==> config.mk <==
export PLATFORM = sky130hd
export DESIGN_NAME = rc_pkt_assembler
export DESIGN_NICKNAME = d
export VERILOG_FILES = /design/src/rtl/usb_rx_pkg.sv /design/src/rtl/sipo_register.sv /design/src/rtl/rc_pkt_assembler.sv
export SDC_FILE = /design/constraint.sdc
export NUM_CORES = 1
export LEC_CHECK = 0
export CAP_MARGIN = 10
export CORE_UTILIZATION = 55
export CTS_CLUSTER_DIAMETER = 30
export DETAILED_ROUTE_END_ITERATION = 12
export PLACE_DENSITY = 0.8
export RECOVER_POWER = 100
export SYNTH_ARGS = -nofsm -noshare
export SYNTH_HDL_FRONTEND = slang
export SYNTH_SLANG_ARGS = --single-unit
==> constraint.sdc <==
create_clock -name clk -period 2.9 [get_ports clk]
set_input_delay 0.435 -clock clk [delete_from_list [all_inputs] [get_ports clk]]
set_output_delay 0.435 -clock clk [all_outputs]
set_load 0.01 [all_outputs]
==> src/rtl/usb_rx_pkg.sv <==
`default_nettype none
// +--------------------------------------------------------------------------+
// | usb_rx_pkg : packet types, PID codes, error codes, field lengths         |
// | Revision   : 1.0                                                          |
// +--------------------------------------------------------------------------+
package usb_rx_pkg;

  typedef enum logic [1:0] {
    PKT_NONE   = 2'b00,
    PKT_TOKEN  = 2'b01,
    PKT_DATA   = 2'b10,
    PKT_HSHAKE = 2'b11
  } pkt_type_t;

  localparam logic [3:0] PID_OUT   = 4'b0001;
  localparam logic [3:0] PID_IN    = 4'b1001;
  localparam logic [3:0] PID_SETUP = 4'b1101;
  localparam logic [3:0] PID_DATA0 = 4'b0011;
  localparam logic [3:0] PID_DATA1 = 4'b1011;
  localparam logic [3:0] PID_ACK   = 4'b0010;
  localparam logic [3:0] PID_NAK   = 4'b1010;
  localparam logic [3:0] PID_STALL = 4'b1110;

  typedef enum logic [2:0] {
    ERR_NONE      = 3'd0,
    ERR_PID_CHK   = 3'd1,
    ERR_PID_UNSUP = 3'd2,
    ERR_LENGTH    = 3'd3,
    ERR_CRC       = 3'd4,
    ERR_ABORT     = 3'd5,
    ERR_TIMEOUT   = 3'd6
  } err_code_t;

  localparam int PID_BITS    = 8;
  localparam int TOKEN_BITS  = 24;
  localparam int DATA_BITS   = 88;
  localparam int HSHAKE_BITS = 8;
  localparam int CRC5_BITS   = 5;
  localparam int CRC16_BITS  = 16;

  localparam int TOKEN_BODY_BITS = TOKEN_BITS - PID_BITS - CRC5_BITS;
  localparam int DATA_BODY_BITS  = DATA_BITS - PID_BITS - CRC16_BITS;

  function automatic pkt_type_t pid_class(input logic [3:0] pid);
    case (pid)
      PID_OUT, PID_IN, PID_SETUP:  pid_class = PKT_TOKEN;
      PID_DATA0, PID_DATA1:        pid_class = PKT_DATA;
      PID_ACK, PID_NAK, PID_STALL: pid_class = PKT_HSHAKE;
      default:                     pid_class = PKT_NONE;
    endcase
  endfunction

endpackage

`default_nettype wire

==> src/rtl/sipo_register.sv <==
`default_nettype none
// +--------------------------------------------------------------------------+
// | sipo_register : serial-in parallel-out, shifts in at the MSB end         |
// | Revision      : 1.0                                                       |
// +--------------------------------------------------------------------------+
module sipo_register #(
  parameter int WIDTH = 64
) (
  input  logic             clk,
  input  logic             rst,
  input  logic             en,
  input  logic             din,
  output logic [WIDTH-1:0] q
);

  // MSB-end insertion lands the first bit at q[0] after WIDTH shifts.
  always_ff @(posedge clk) begin
    if (rst) begin
      q <= '0;
    end else if (en) begin
      q <= {din, q[WIDTH-1:1]};
    end
  end

endmodule

`default_nettype wire

==> src/rtl/rc_pkt_assembler.sv <==
`default_nettype none
// +--------------------------------------------------------------------------+
// | rc_pkt_assembler : serial receive stream to parallel packet fields       |
// | Optional: RX_TIMEOUT_EN enables the stall timeout abort. Revision 1.0    |
// +--------------------------------------------------------------------------+
module rc_pkt_assembler
  import usb_rx_pkg::*;
#(
  parameter int TIMEOUT_CYC = 32
) (
  input  logic        clk,
  input  logic        rst,
  input  logic        start_pkt,
  input  logic        s_in,
  input  logic        rx_wait,
  input  logic        end_pkt,
  input  logic        crc_error,
  input  logic        abort,
  output logic        pkt_valid,
  output logic        pkt_error,
  output logic [2:0]  err_code,
  output logic [1:0]  pkt_type,
  output logic [3:0]  rx_pid,
  output logic [6:0]  rx_addr,
  output logic [3:0]  rx_endp,
  output logic [63:0] rx_data
);

  localparam logic [2:0] S_IDLE       = 3'd0;
  localparam logic [2:0] S_PID        = 3'd1;
  localparam logic [2:0] S_TOKEN_BODY = 3'd2;
  localparam logic [2:0] S_DATA_BODY  = 3'd3;
  localparam logic [2:0] S_CRC        = 3'd4;
  localparam logic [2:0] S_DRAIN      = 3'd5;
  localparam logic [2:0] S_REPORT     = 3'd6;

  logic [2:0]  state, state_n;
  logic [6:0]  cnt, cnt_n;
  err_code_t   err, err_n, rep_code;
  pkt_type_t   cls, cls_n, new_class;
  logic        rep_valid, rep_error;
  logic [7:0]  pid_sr, pid_byte;
  logic [TOKEN_BODY_BITS-1:0] tok_sr;
  logic [DATA_BODY_BITS-1:0]  payload;
  logic [6:0]  crc_last;
  logic        busy, take, timeout;

  assign busy      = (state != S_IDLE) && (state != S_REPORT);
  assign take      = busy && !rx_wait && !end_pkt && !abort && !start_pkt;
  assign pid_byte  = {s_in, pid_sr[7:1]};
  assign new_class = pid_class(pid_byte[3:0]);
  assign crc_last  = (cls == PKT_TOKEN) ? 7'(CRC5_BITS - 1) : 7'(CRC16_BITS - 1);

  sipo_register #(
    .WIDTH (DATA_BODY_BITS)
  ) u_payload (
    .clk (clk),
    .rst (rst),
    .en  (take && (state == S_DATA_BODY)),
    .din (s_in),
    .q   (payload)
  );

`ifdef RX_TIMEOUT_EN
  localparam int STALL_W = $clog2(TIMEOUT_CYC + 1);
  logic [STALL_W-1:0] stall_cnt;

  always_ff @(posedge clk) begin
    if (rst || !busy || take || end_pkt || start_pkt || abort) begin
      stall_cnt <= '0;
    end else begin
      stall_cnt <= stall_cnt + STALL_W'(1);
    end
  end

  assign timeout = busy && (stall_cnt == STALL_W'(TIMEOUT_CYC - 1));
`else
  logic unused_timeout_cfg;
  assign unused_timeout_cfg = ^TIMEOUT_CYC;
  assign timeout            = 1'b0;
`endif

  always_comb begin
    state_n   = (state == S_REPORT) ? S_IDLE : state;
    cnt_n     = cnt;
    err_n     = err;
    cls_n     = cls;
    rep_valid = 1'b0;
    rep_error = 1'b0;
    rep_code  = ERR_NONE;
    if (busy && abort) begin
      rep_error = 1'b1;
      rep_code  = ERR_ABORT;
      state_n   = S_IDLE;
    end else if (start_pkt) begin
      // A restart truncates whatever packet was in flight.
      if (busy) begin
        rep_error = 1'b1;
        rep_code  = (err != ERR_NONE) ? err : ERR_LENGTH;
      end
      state_n = S_PID;
      cnt_n   = 7'd1;
      err_n   = ERR_NONE;
      cls_n   = PKT_NONE;
    end else if (busy && end_pkt) begin
      state_n = S_REPORT;
      cnt_n   = 7'd0;
      if (err != ERR_NONE) begin
        rep_error = 1'b1;
        rep_code  = err;
      end else if (state != S_DRAIN) begin
        rep_error = 1'b1;
        rep_code  = ERR_LENGTH;
      end else if (crc_error && (cls != PKT_HSHAKE)) begin
        rep_error = 1'b1;
        rep_code  = ERR_CRC;
      end else begin
        rep_valid = 1'b1;
      end
    end else if (take) begin
      cnt_n = cnt + 7'd1;
      case (state)
        S_PID: begin
          if (cnt == 7'(PID_BITS - 1)) begin
            cnt_n   = 7'd0;
            state_n = S_DRAIN;
            if (pid_byte[7:4] != ~pid_byte[3:0]) begin
              err_n = ERR_PID_CHK;
            end else if (new_class == PKT_NONE) begin
              err_n = ERR_PID_UNSUP;
            end else begin
              cls_n = new_class;
              if (new_class == PKT_TOKEN) state_n = S_TOKEN_BODY;
              if (new_class == PKT_DATA)  state_n = S_DATA_BODY;
            end
          end
        end
        S_TOKEN_BODY: begin
          if (cnt == 7'(TOKEN_BODY_BITS - 1)) begin
            cnt_n   = 7'd0;
            state_n = S_CRC;
          end
        end
        S_DATA_BODY: begin
          if (cnt == 7'(DATA_BODY_BITS - 1)) begin
            cnt_n   = 7'd0;
            state_n = S_CRC;
          end
        end
        S_CRC: begin
          if (cnt == crc_last) begin
            cnt_n   = 7'd0;
            state_n = S_DRAIN;
          end
        end
        S_DRAIN: begin
          cnt_n = cnt;
          if (err == ERR_NONE) err_n = ERR_LENGTH;
        end
        default: cnt_n = cnt;
      endcase
    end else if (timeout) begin
      rep_error = 1'b1;
      rep_code  = ERR_TIMEOUT;
      state_n   = S_IDLE;
    end
  end

  always_ff @(posedge clk) begin
    if (rst) begin
      state     <= S_IDLE;
      cnt       <= 7'd0;
      err       <= ERR_NONE;
      cls       <= PKT_NONE;
      pid_sr    <= 8'd0;
      tok_sr    <= '0;
      pkt_valid <= 1'b0;
      pkt_error <= 1'b0;
      err_code  <= 3'd0;
      pkt_type  <= 2'd0;
      rx_pid    <= 4'd0;
      rx_addr   <= 7'd0;
      rx_endp   <= 4'd0;
      rx_data   <= 64'd0;
    end else begin
      state     <= state_n;
      cnt       <= cnt_n;
      err       <= err_n;
      cls       <= cls_n;
      pkt_valid <= rep_valid;
      pkt_error <= rep_error;
      if (start_pkt || (take && (state == S_PID))) pid_sr <= pid_byte;
      if (take && (state == S_TOKEN_BODY)) tok_sr <= {s_in, tok_sr[TOKEN_BODY_BITS-1:1]};
      if (rep_valid || rep_error) err_code <= rep_code;
      if (rep_valid) begin
        pkt_type <= cls;
        rx_pid   <= pid_sr[3:0];
        if (cls == PKT_TOKEN) begin
          rx_addr <= tok_sr[6:0];
          rx_endp <= tok_sr[10:7];
        end
        if (cls == PKT_DATA) rx_data <= payload;
      end
    end
  end

endmodule

`default_nettype wire

* Word level (Yosys, flattened, before mapping)
Memory sizes are Yosys's and may differ from the RTL's. A register that Yosys moved wholly into a read port is not among the register bits.
Cells that the tools add are included.
** Storage, ports and cells
- Memories :: 1
- Memory bits (read-only) :: 32
- Bits in registers :: 184
- Bits of input ports :: 8
- Word-level logic and storage cells :: 138
** Cells by class
- Bitwise logic cells :: 2
- Reductions and logical operators :: 34
- Eq/ne operators :: 24
- Mux-type cells :: 60
- Add/sub/neg operators :: 1
** Memories
- (no name shown) :: words 16, bits a word 2, rd ports 1, clocked after memory_dff 1, write ports 0, RTL line usb_rx_pkg.sv:45 : case (pid)
** Operators by type and width (count)
- $mux W3 :: 26
- $mux W7 :: 7
- $pmux W7 S4 :: 1
- $mux W1 :: 14
- $mux W2 :: 7
- $reduce_and A7 Y1 :: 2
- $mux W4 :: 3
- $ne A3 B3 Y1 const B :: 4
- $pmux W3 S4 :: 1
- $reduce_bool A3 Y1 :: 4
- $logic_and A1 B1 Y1 :: 11
- $eq A3 B3 Y1 const B :: 3
- $ne A2 B2 Y1 const B :: 4
- $add A7 B1 Y7 const B :: 1
- $eq A7 B3 Y1 const B :: 1
- $eq A7 B4 Y1 :: 1
- $eq A7 B4 Y1 const B :: 1
- $eq A7 B6 Y1 const B :: 1
- $eq A3 B2 Y1 const B :: 2
- $pmux W3 S2 :: 1
- $reduce_bool A2 Y1 :: 3
- $reduce_bool A6 Y1 :: 1
- $eq A2 B1 Y1 const B :: 2
- $eq A2 B2 Y1 const B :: 2
- 13 further kinds :: 18

* Longest topological paths before layout
- Depth after elaboration :: 10
- Gate-level depth with buffers :: 9
- Mapped depth without buffers :: 8

* Cells and area by module
Synthesis repeated with hierarchy kept, for this count alone.
** Unflattened totals
- Cells, all modules :: 815
- Area, all modules :: 7464.7 µm²
** Modules (own cells, without submodules)
- rc_pkt_assembler :: cells an instance 609, times used 1, sequential area each 2422.3 µm², area an instance 5173.7 µm²
- sipo_register :: cells an instance 206, times used 1, sequential area each 1281.2 µm², area an instance 2290.9 µm²

* Worst setup path after synthesis
No wires, ideal clock.
- Kind :: input to register
- From :: input abort
- To :: register new_class[1] (netlist name)
- Stages :: 8
- Setup slack :: 0.779 ns
- Arrival time :: 2.000 ns
- Required time :: 2.779 ns
- Path through :: clkbuf_1 nor3_1 a21oi_4 mux2i_1 nor2_1 ha_1 nor3b_1 mux2_2
** On the way
- Word-level cells in the longest chain between the ends :: 7
** RTL lines
- start: declaration :: RTL line rc_pkt_assembler.sv:18 : input logic abort,
- $logic_not A1 Y1 :: RTL line rc_pkt_assembler.sv:49 : assign take = busy && !rx_wait && !end_pkt && !abort && !start_pkt;
- $logic_and A1 B1 Y1 (2 in series) :: RTL line rc_pkt_assembler.sv:49
- $logic_and A1 B1 Y1 :: RTL line rc_pkt_assembler.sv:192 : if (start_pkt || (take && (state == S_PID))) pid_sr <= pid_byte;
- $logic_or A1 B1 Y1 :: RTL line rc_pkt_assembler.sv:192
- $mux W4 (no source line) (2 in series)
Every way passes these cells.
A chain may end at the register's enable or synchronous reset.

* Worst setup path after layout
- From :: input abort
- To :: register u_payload.q[41]
** On the way
- Word-level cells in the longest chain between the ends :: 4
** RTL lines
- $logic_not A1 Y1 :: RTL line rc_pkt_assembler.sv:49
- $logic_and A1 B1 Y1 (2 in series) :: RTL line rc_pkt_assembler.sv:49
- $logic_and A1 B1 Y1 :: RTL line rc_pkt_assembler.sv:59 : .en (take && (state == S_DATA_BODY)),
- end signal: assignment :: RTL line sipo_register.sv:21 : q <= {din, q[WIDTH-1:1]};
- end: declaration :: RTL line sipo_register.sv:13 : output logic [WIDTH-1:0] q
Every way passes these cells.

==> results <==
## placed cells by master (no fill, tap or decap), types with 3 or more instances in the layout
cell type        count
nand2_1            290
and3_1               4
o21ai_0             12
nor2_1              46
clkinv_2             3
nand2b_1             5
a31oi_1              3
or3_1                3
clkinvlp_4           3
xnor2_1              6
buf_12               4
nor2b_1              6
clkbuf_8             3
nand4_1              6
clkdlybuf4s50_1      5
mux2i_1             27
nor3b_1              3
nor3_1               5
dfxtp_1            185
ha_1                 5
clkbuf_16           17
a21oi_1            156
o2bb2ai_1            3
a21o_1               3
nand3_1             10
clkbuf_1             7
inv_1                9
dlygate4sd3_1       87
buf_4                7
## area by class of cell
class                           count  share of cell area (%)
Clock inverter                      9                  0.7250
Timing Repair Buffer              110                   12.41
Sequential cell                   185                   42.08
Inverter                            9                  0.3838
Clock buffer                       23                   5.431
Multi-Input combinational cell    639                   36.52
Tap cell                          172                   2.445
## kinds of logic after synthesis
logic type,Yosys count,synth area share (%)
flip-flops,185,51.33
multiplexers,28,3.902
buffers and inverters,68,4.040
AO/OA/AOI/OAI,200,15.61
AND/OR/NAND/NOR,399,23.41
adder cells (fa/ha/maj),5,0.8670
XOR/XNOR,7,0.8497
## Yosys cell counts (all sizes together) (6+ instances only)
cell      n  area, sq um
o21ai    12        60.06
nor2b     6        37.54
nand4     6        37.54
nor2     46        172.7
nand2   290         1089
nand3    11        55.05
a21oi   157        808.3
nor3      6        35.03
dfxtp   185         3704
xnor2     6        52.55
inv       9        33.78
clkbuf   33        127.6
mux2i    27        270.3
buf      26        130.1
## routing by layer
| layer | up-vias | global-route usage [%] | share of wire [%] |
|---|---|---|---|
| met5 | - | 0 | 0 |
| met4 | 0 | 7.426 | 1.0 |
| met3 | 15 | 6.383 | 4.4 |
| met2 | 144 | 38.26 | 48 |
| met1 | 2842 | 29.89 | 47 |
| li1 | 3110 | - | - |
## where the power goes
part           total [mW]  internal (mW)  switching, mW
Sequential           2.56           2.55         0.0140
Clock                2.13           1.17          0.959
Combinational       0.159         0.0565          0.102
## state kept, by name, summed over array words and instances (netlist names), 3 cells and up
signal,flops
rx_data,64
u_payload.q,64
tok_sr,11
pid_sr,8
cnt,7
rx_addr,7
rx_endp,4
rx_pid,4
err_code,3
state,3
## final timing paths
kind,end,slack [ns],start
worst max-delay path,u_payload.q[41],0.38,abort
worst min-delay path,pkt_type[0],0.44,rst
worst max register to register,rx_data[2],0.47,state[0]
worst min register to register,rx_data[49],0.45,rx_data[49]
## worst register-to-register path, stage by stage, from the launching register on
cell and delay [ns]:
dfxtp_1 0.64, and3b_1 0.35, nand4b_1 0.14, clkbuf_1 0.30
nor3b_2 0.31, buf_12 0.30, nand2_1 0.13, a21oi_1 0.18
## per-stage QoR
stage	setup slack, ns	hold WS (ns)	cell area (sq um)	power [mW]	instances
2_1_floorplan	0.7794	0.4321	7216	2.730	892
3_3_place_gp	0.3089	0.4420	8294	2.784	1115
3_5_place_dp	0.2416	0.4466	8294	2.784	1115
4_1_cts	0.5986	0.4463	8836	4.879	1147
5_1_grt	0.2635	0.4702	8801	5.029	1147
6_report	0.3762	0.4401	8801	4.850	1147
==> out/qor.csv <==
stage,metric,value,unit
run_status,status,finished clean,
placed_design,buffers added on ports,93,
worst_setup_path,"delay-heaviest family, CP",buffers and inverters,
cells_and_area,sequential cell area,0.003704,sq mm
synthesis,"EDFF count, synth",0,
power_and_ir_drop,PwrDens,551.1,mW/mm^2
floorplanning,Die Wd,116.5,um
global_routing,vias in the first global route,5456,
synthesis,Yosys cell types,56,
power_and_ir_drop,peak supply drop,0.4279,mV
synthesis,Synth async-reset ratio,0,%
clock_network,clock sinks,185,
global_routing,Overflow after GRT,0,
worst_setup_path,R2R depth,7,
worst_setup_path,peak fanout along the critical path,64,
sta,Clock Skews,0.006209,ns
global_routing,pin count of the biggest net entering global routing,79,
global_routing,GRT Total Usage,23.35,%
cells_and_area,"Net count, final",975,
worst_setup_path,Buf/Inv on CP,4,
cells_and_area,multi-input logic area,0.003214,sq mm
worst_setup_path,WP depth,8,
placed_design,Final Wtd Congestion,0.9256,
floorplanning,core area,0.01272,sq mm
routing,# DRC,0,
worst_hold_path,Hold Path Class,primary input to flop,
sta,Worst-Margin Slew,0.7046,ns
cells_and_area,# diodes,0,
worst_setup_path,CP required,3.18,ns
synthesis,Mean Syn Cell Area,8.089,sq um
routing,DR WL/cell,13.40,um
cells_and_area,layout cells sized above 1,6.154,%
sta,final hold violations,0,
synthesis,Synth Register Bits,185,
routing,vias,6111,
sta,Rel. slew slack,53.03,%
floorplanning,# IOs,94,
cells_and_area,"Area growth, synth to finish",21.97,%
clock_network,worst skew pair latency,0.43,ns
sta,period utilization,87.03,%
floorplanning,Core Rows,41,
synthesis,Main synth FF type,dfxtp_1,
floorplanning,Die Height,116.5,um
clock_network,CTS Hold Bufs,0,
sta,Setup-failing EPs final,0,
sta,sum of negative setup slack,0,ns
routing,Vias per Instance,5.328,
synthesis,post-synthesis net count,905,
floorplanning,Starting Density,56.72,%
synthesis,Synthesis Warnings,0,
worst_setup_path,most used cell along the critical path,clkbuf_1,
worst_hold_path,Hold Path Stages,2,
routing,1st-pass router iterations,5,
floorplanning,die area,0.01358,sq mm
synthesis,Mapped Area,0.007216,sq mm
global_routing,first-pass GRT wire length,25.18,mm
worst_setup_path,Startpoint Class,primary input,
worst_setup_path,Arrival @ worst endpoint,2.80,ns
clock_network,PostCTS Resize Cnt,0,
run,maxcap violations,0,
cells_and_area,Final Util,69.18,%
sta,Max Fclk,0.3962,GHz
worst_setup_path,Setup Crit Path Kind,primary input to flop,
clock_network,# Post-CTS Setup Buffers,0,
power_and_ir_drop,Pleak,3.250,nW
clock_network,Clock H-tree levels,4,
clock_network,Max clock buf depth,2,
sta,fin crit period,2.524,ns
sta,RSZ-0062 raised after global routing,no,
synthesis,Cells after Synth,892,
clock_network,CTS Buf Count,17,
worst_setup_path,critical path capture point type,flop,
worst_setup_path,slowest CP cell,dlygate4sd3_1,
clock_network,TritonCTS clock tree,built,
routing,post-detailed-route count of antenna-violating nets,0,
worst_setup_path,crit-path cells,dlygate4sd3_1 -> clkbuf_1 -> nor4_1 -> clkbuf_1 -> nand3_2 -> clkbuf_4 -> nand2_1 -> a21oi_1,
synthesis,post-synthesis sequential area ratio,51.33,%
sta,Slew Limit Fails,0,
placed_design,dpl hpwl,9.551,mm
global_routing,initial antenna violation count,0,
clock_network,"Reg clk slew, reported paths",0.07,ns
routing,drt total wl,15.37,mm
routing,Initial DRC Count,436,
cells_and_area,fillers,1092,
worst_setup_path,crit-path max cell delay,0.61,ns
clock_network,CTS Root Cell,clkbuf_16,
Power figures use the tool's default switching activity.
==> patch 1: new RTL, config.mk and constraints unchanged <==
Register the output `pkt_error` once more, cleared by the reset; this adds one clock of latency there. The other outputs are not delayed to match.
--- a/src/rtl/rc_pkt_assembler.sv
+++ b/src/rtl/rc_pkt_assembler.sv
@@ -36,2 +36,4 @@
 
+  logic pkt_error_s0;
+
   logic [2:0]  state, state_n;
@@ -177,3 +179,3 @@
       pkt_valid <= 1'b0;
-      pkt_error <= 1'b0;
+      pkt_error_s0 <= 1'b0;
       err_code  <= 3'd0;
@@ -190,3 +192,3 @@
       pkt_valid <= rep_valid;
-      pkt_error <= rep_error;
+      pkt_error_s0 <= rep_error;
       if (start_pkt || (take && (state == S_PID))) pid_sr <= pid_byte;
@@ -206,2 +208,10 @@
 
+  always_ff @(posedge clk) begin
+    if (rst) begin
+      pkt_error <= '0;
+    end else begin
+      pkt_error <= pkt_error_s0;
+    end
+  end
+
 endmodule
Check against the original RTL: not equivalent (a bounded check fails within 4 cycles, from zero or initial values and one cycle with rst high).
==> patch 1 against the original RTL <==
Sequential cell count grew 1. Cell area increased by 1.1%. Setup slack lost 0.033 ns. Total power grew 3.9%. Global-route usage grew 0.20 points. Register-to-register slack lost 0.13 ns. Largest cell class unchanged. Synthesized area up 0.52%. Hold slack got worse by 0.014 ns. Routed wire length fell by 0.55%.
==> patch 1: results (changes against the original RTL) <==
Placed Area: 8400 um2 (+1.3%)
Hold Path Sink: pid_sr[0]$_SDFFE_PP0P_
pre-CTS setup slack: 0.160 ns (-0.0817 ns)
synth top area cells: dfxtp_1 (51%), mux2i_1 (14%), nand2_1 (7.4%)
Compound-Gate Fraction of Synth Area: 10.6% (-5.0 points)
adder-cell share of the synthesized area: 0.863% (-0.0045 points)
largest net degree at the start of global routing: 74 (-6.3%)
post-DP HPWL: 10100 um (+6.2%)
Synth Area in XOR/XNOR: 0.845% (-0.0044 points)
DR WL met3: 731 um (+8.1%)
P_clk: 2290 uW (+8%)
nets: 901 (-7.6%)
reg-to-reg setup timing slack: 0.34 ns (-0.13 ns)
P_sw: 1080 uW (about the same)
Worst VDD drop: 527 uV (+23%)
Worst path slowest cell: dfxtp_1
comb pwr: 170 uW (+7%)
placed insts: 1041 (-6.6%)
startpoint class of the critical path: flop
Largest regs: rx_data x64, u_payload.q x64, tok_sr x11
vias after detailed routing: 5742 (-6.0%)
WL/cell: 14.3 um (+6.5%)
syn nets: 819 (-9.5%)
layout cells sized above 1: 5.90% (-0.26 points)
crit-path max FO: 20 (-69%)
status: completed
Starting DRT DRC Count: 372 (-15%)
multiplexer share of the synthesized area: 14.2% (+10 points)
Post-synth top flop: dfxtp_1
worst path arrival time: 2.85 ns (+0.05 ns)
first-pass GRT wire length: 25200 um (+0.19%)
Worst Skew: 0.00746 ns (+0.00125 ns)
WL met2: 7290 um (-0.36%)
M3 GR Usage: 6.59% (+0.21 points)
Yosys cell types: 58 (+3.6%)
Final Power: 5040 uW (+3.9%)
r2r endpoint: rx_data[8]$_SDFFE_PP0P_
Tot GR Track Use: 23.5% (+0.20 points)
Critical R2R Launch: state[1]$_SDFF_PP0_
max_slew headroom: 21.0% (-32 points)
met1 wire length: 6950 um (-3.7%)
Synth Area per Inst: 9.00 um2 (+11%)
vias in the first global route: 5431 (-0.46%)
routability congestion estimate: 0.885 (-4.4%)
Seq/Total Area, Yosys: 51.3% (about the same)
Layout Cells excl Fill: 1071 (-6.6%)
-- patch 1: metrics by stage --
stage | utilization (%) | hold slack (ns)
2_1_floorplan | - | 0.414
3_3_place_gp | 66.1 | 0.434
3_5_place_dp | 66.1 | 0.438
4_1_cts | 70.6 | 0.420
5_1_grt | 69.9 | 0.443
6_report | 69.9 | 0.426
-- patch 1: how the worst max path moves through the flow --
stage	slack (ns)	cells past startpoint	to
after global placement	0.23	9	new_class[1]$_DFF_P_
after floorplan	0.75	6	cls[1]$_SDFFE_PP0P_
after detailed placement	0.16	8	new_class[1]$_DFF_P_
after global routing	0.15	7	rx_data[13]$_SDFFE_PP0P_
after CTS	0.46	7	rx_data[37]$_SDFFE_PP0P_
final	0.34	7	rx_data[8]$_SDFFE_PP0P_
-- patch 1: final cells by class --
cell class	instances	share of cell area, %
tap	172	2.42
clock inverter	9	1.25
inverter	12	0.506
multi-input combinational	556	36.3
timing repair buffer	115	12.3
sequential	186	41.9
clock buffer	21	5.29
==> patch 2: new RTL, same settings <==
Made on the original files. Build with the macro `RX_TIMEOUT_EN` defined.
--- a/src/rtl/rc_pkt_assembler.sv
+++ b/src/rtl/rc_pkt_assembler.sv
@@ -5,2 +5,4 @@
 // +--------------------------------------------------------------------------+
+`define RX_TIMEOUT_EN
+
 module rc_pkt_assembler
Formal check against the unedited RTL: same outputs for any inputs over 4 cycles, from zero or initial values and one cycle with rst high; that may be too few to reach the edited logic, so the function may still have changed.
==> patch 2 against the original RTL <==
Setup slack lost 0.013 ns. Cell area grew 5.5%. Non-clock buffer count grew 9. Total power grew 7.0%. Cell count shrank 2.5%. Clock power grew 11%. Synthesized area grew 4.8%. First-iteration DRC count grew 14%. Routed wire length grew 1.7%. Critical path depth is the same. Fmax shrank 0.50%. Sequential cell count grew 6. Count of clock-buffer cells in the layout grew 2. Sequential share of layout area shrank 0.89 points.
==> patch 2: results (changes against the original RTL) <==
via density per instance: 5.38 (+0.92%)
Yosys cell types: 60 (+7.1%)
status: completed
largest net degree at the start of global routing: 92 (+16%)
r2r endpoint: rx_data[52]$_SDFFE_PP0P_
Hold Path Sink: stall_cnt[0]$_SDFF_PP0_
Hold Path Cell Cnt: 1 (-1)
vias after detailed routing: 6011 (-1.6%)
syn nets: 862 (-4.8%)
Seq/Total Area, Yosys: 50.6% (-0.75 points)
Static Leak: 0.00337 uW (+3.8%)
DR WL met3: 847 um (+25%)
# fillers: 1071 (-1.9%)
P_sw: 1080 uW (+0.20%)
Synth Instances: 848 (-4.9%)
reg-to-reg setup timing slack: 0.36 ns (-0.11 ns)
Critical R2R Launch: state[1]$_SDFF_PP0_
WL met2: 7330 um (+0.11%)
crit-path max FO: 16 (-75%)
Worst path slowest cell: dfxtp_1
layout cells sized above 1: 6.79% (+0.64 points)
Slew @ Worst Pin: 0.666 ns (-0.0384 ns)
Synth top cells by count: dfxtp_1 (191), nand2_1 (147), nor2_1 (135)
pre-CTS setup slack: 0.0894 ns (-0.152 ns)
routability congestion estimate: 0.912 (-1.5%)
Hold WS: 0.447 ns (+0.00691 ns)
hold path start: stall_cnt[0]$_SDFF_PP0_
nets: 944 (-3.2%)
first-pass GRT wire length: 26400 um (+4.8%)
Placed Area: 8720 um2 (+5.1%)
post-DP HPWL: 9990 um (+4.6%)
Worst Skew: 0.00822 ns (+0.00201 ns)
placed insts: 1087 (-2.5%)
## patch 2: stage by stage
step,total power [uW],utilization [%]
global route,5350,69.5
detailed placement,2890,65.3
global placement,2890,65.3
CTS,5240,69.9
finish,5190,69.5
floorplan,2820,-
## patch 2: layout make-up
| class | count | share of cell area (%) |
|---|---|---|
| sequential | 191 | 41.2 |
| timing repair buffer | 119 | 12.3 |
| multi-input combinational | 588 | 37.1 |
| inverter | 13 | 0.526 |
| clock buffer | 25 | 5.55 |
| clock inverter | 6 | 1.01 |
| tap | 176 | 2.37 |
## patch 2: power groups by stage
stage	sequential (uW)	combinational [uW]	clock, uW
3_3_place_gp	2700	184	0
4_1_cts	2640	187	2410
3_5_place_dp	2700	185	0
2_1_floorplan	2700	123	0
5_1_grt	2640	199	2510
6_report	2640	181	2360
## patch 2: how the worst max path moves through the flow
stage	slack [ns]	start	to	cells past startpoint
4_1_cts	0.43	state[1]$_SDFF_PP0_	rx_data[52]$_SDFFE_PP0P_	8
3_5_place_dp	0.09	rx_wait	new_class[1]$_DFF_P_	8
6_report	0.36	state[1]$_SDFF_PP0_	rx_data[52]$_SDFFE_PP0P_	8
5_1_grt	0.12	state[1]$_SDFF_PP0_	rx_data[52]$_SDFFE_PP0P_	8
2_1_floorplan	0.64	abort	new_class[1]$_DFF_P_	9
3_3_place_gp	0.24	rx_wait	new_class[1]$_DFF_P_	8
## patch 2: logic make-up after synthesis
family	Yosys count	synth area share, %
fa+ha+maj	6	0.993
simple gates	346	19.9
flops	191	50.6
buf+inv	69	4.04
xor+xnor	9	1.14
mux	102	13.5
compound gates	125	9.78
## patch 2: metal layers
layer  global-route usage [%]  vias to the layer above
li1                         -                     3033
met1                     30.1                     2810
met2                     36.8                      150
met3                     5.89                       18
met4                     6.17                        0
met5                        0                        -
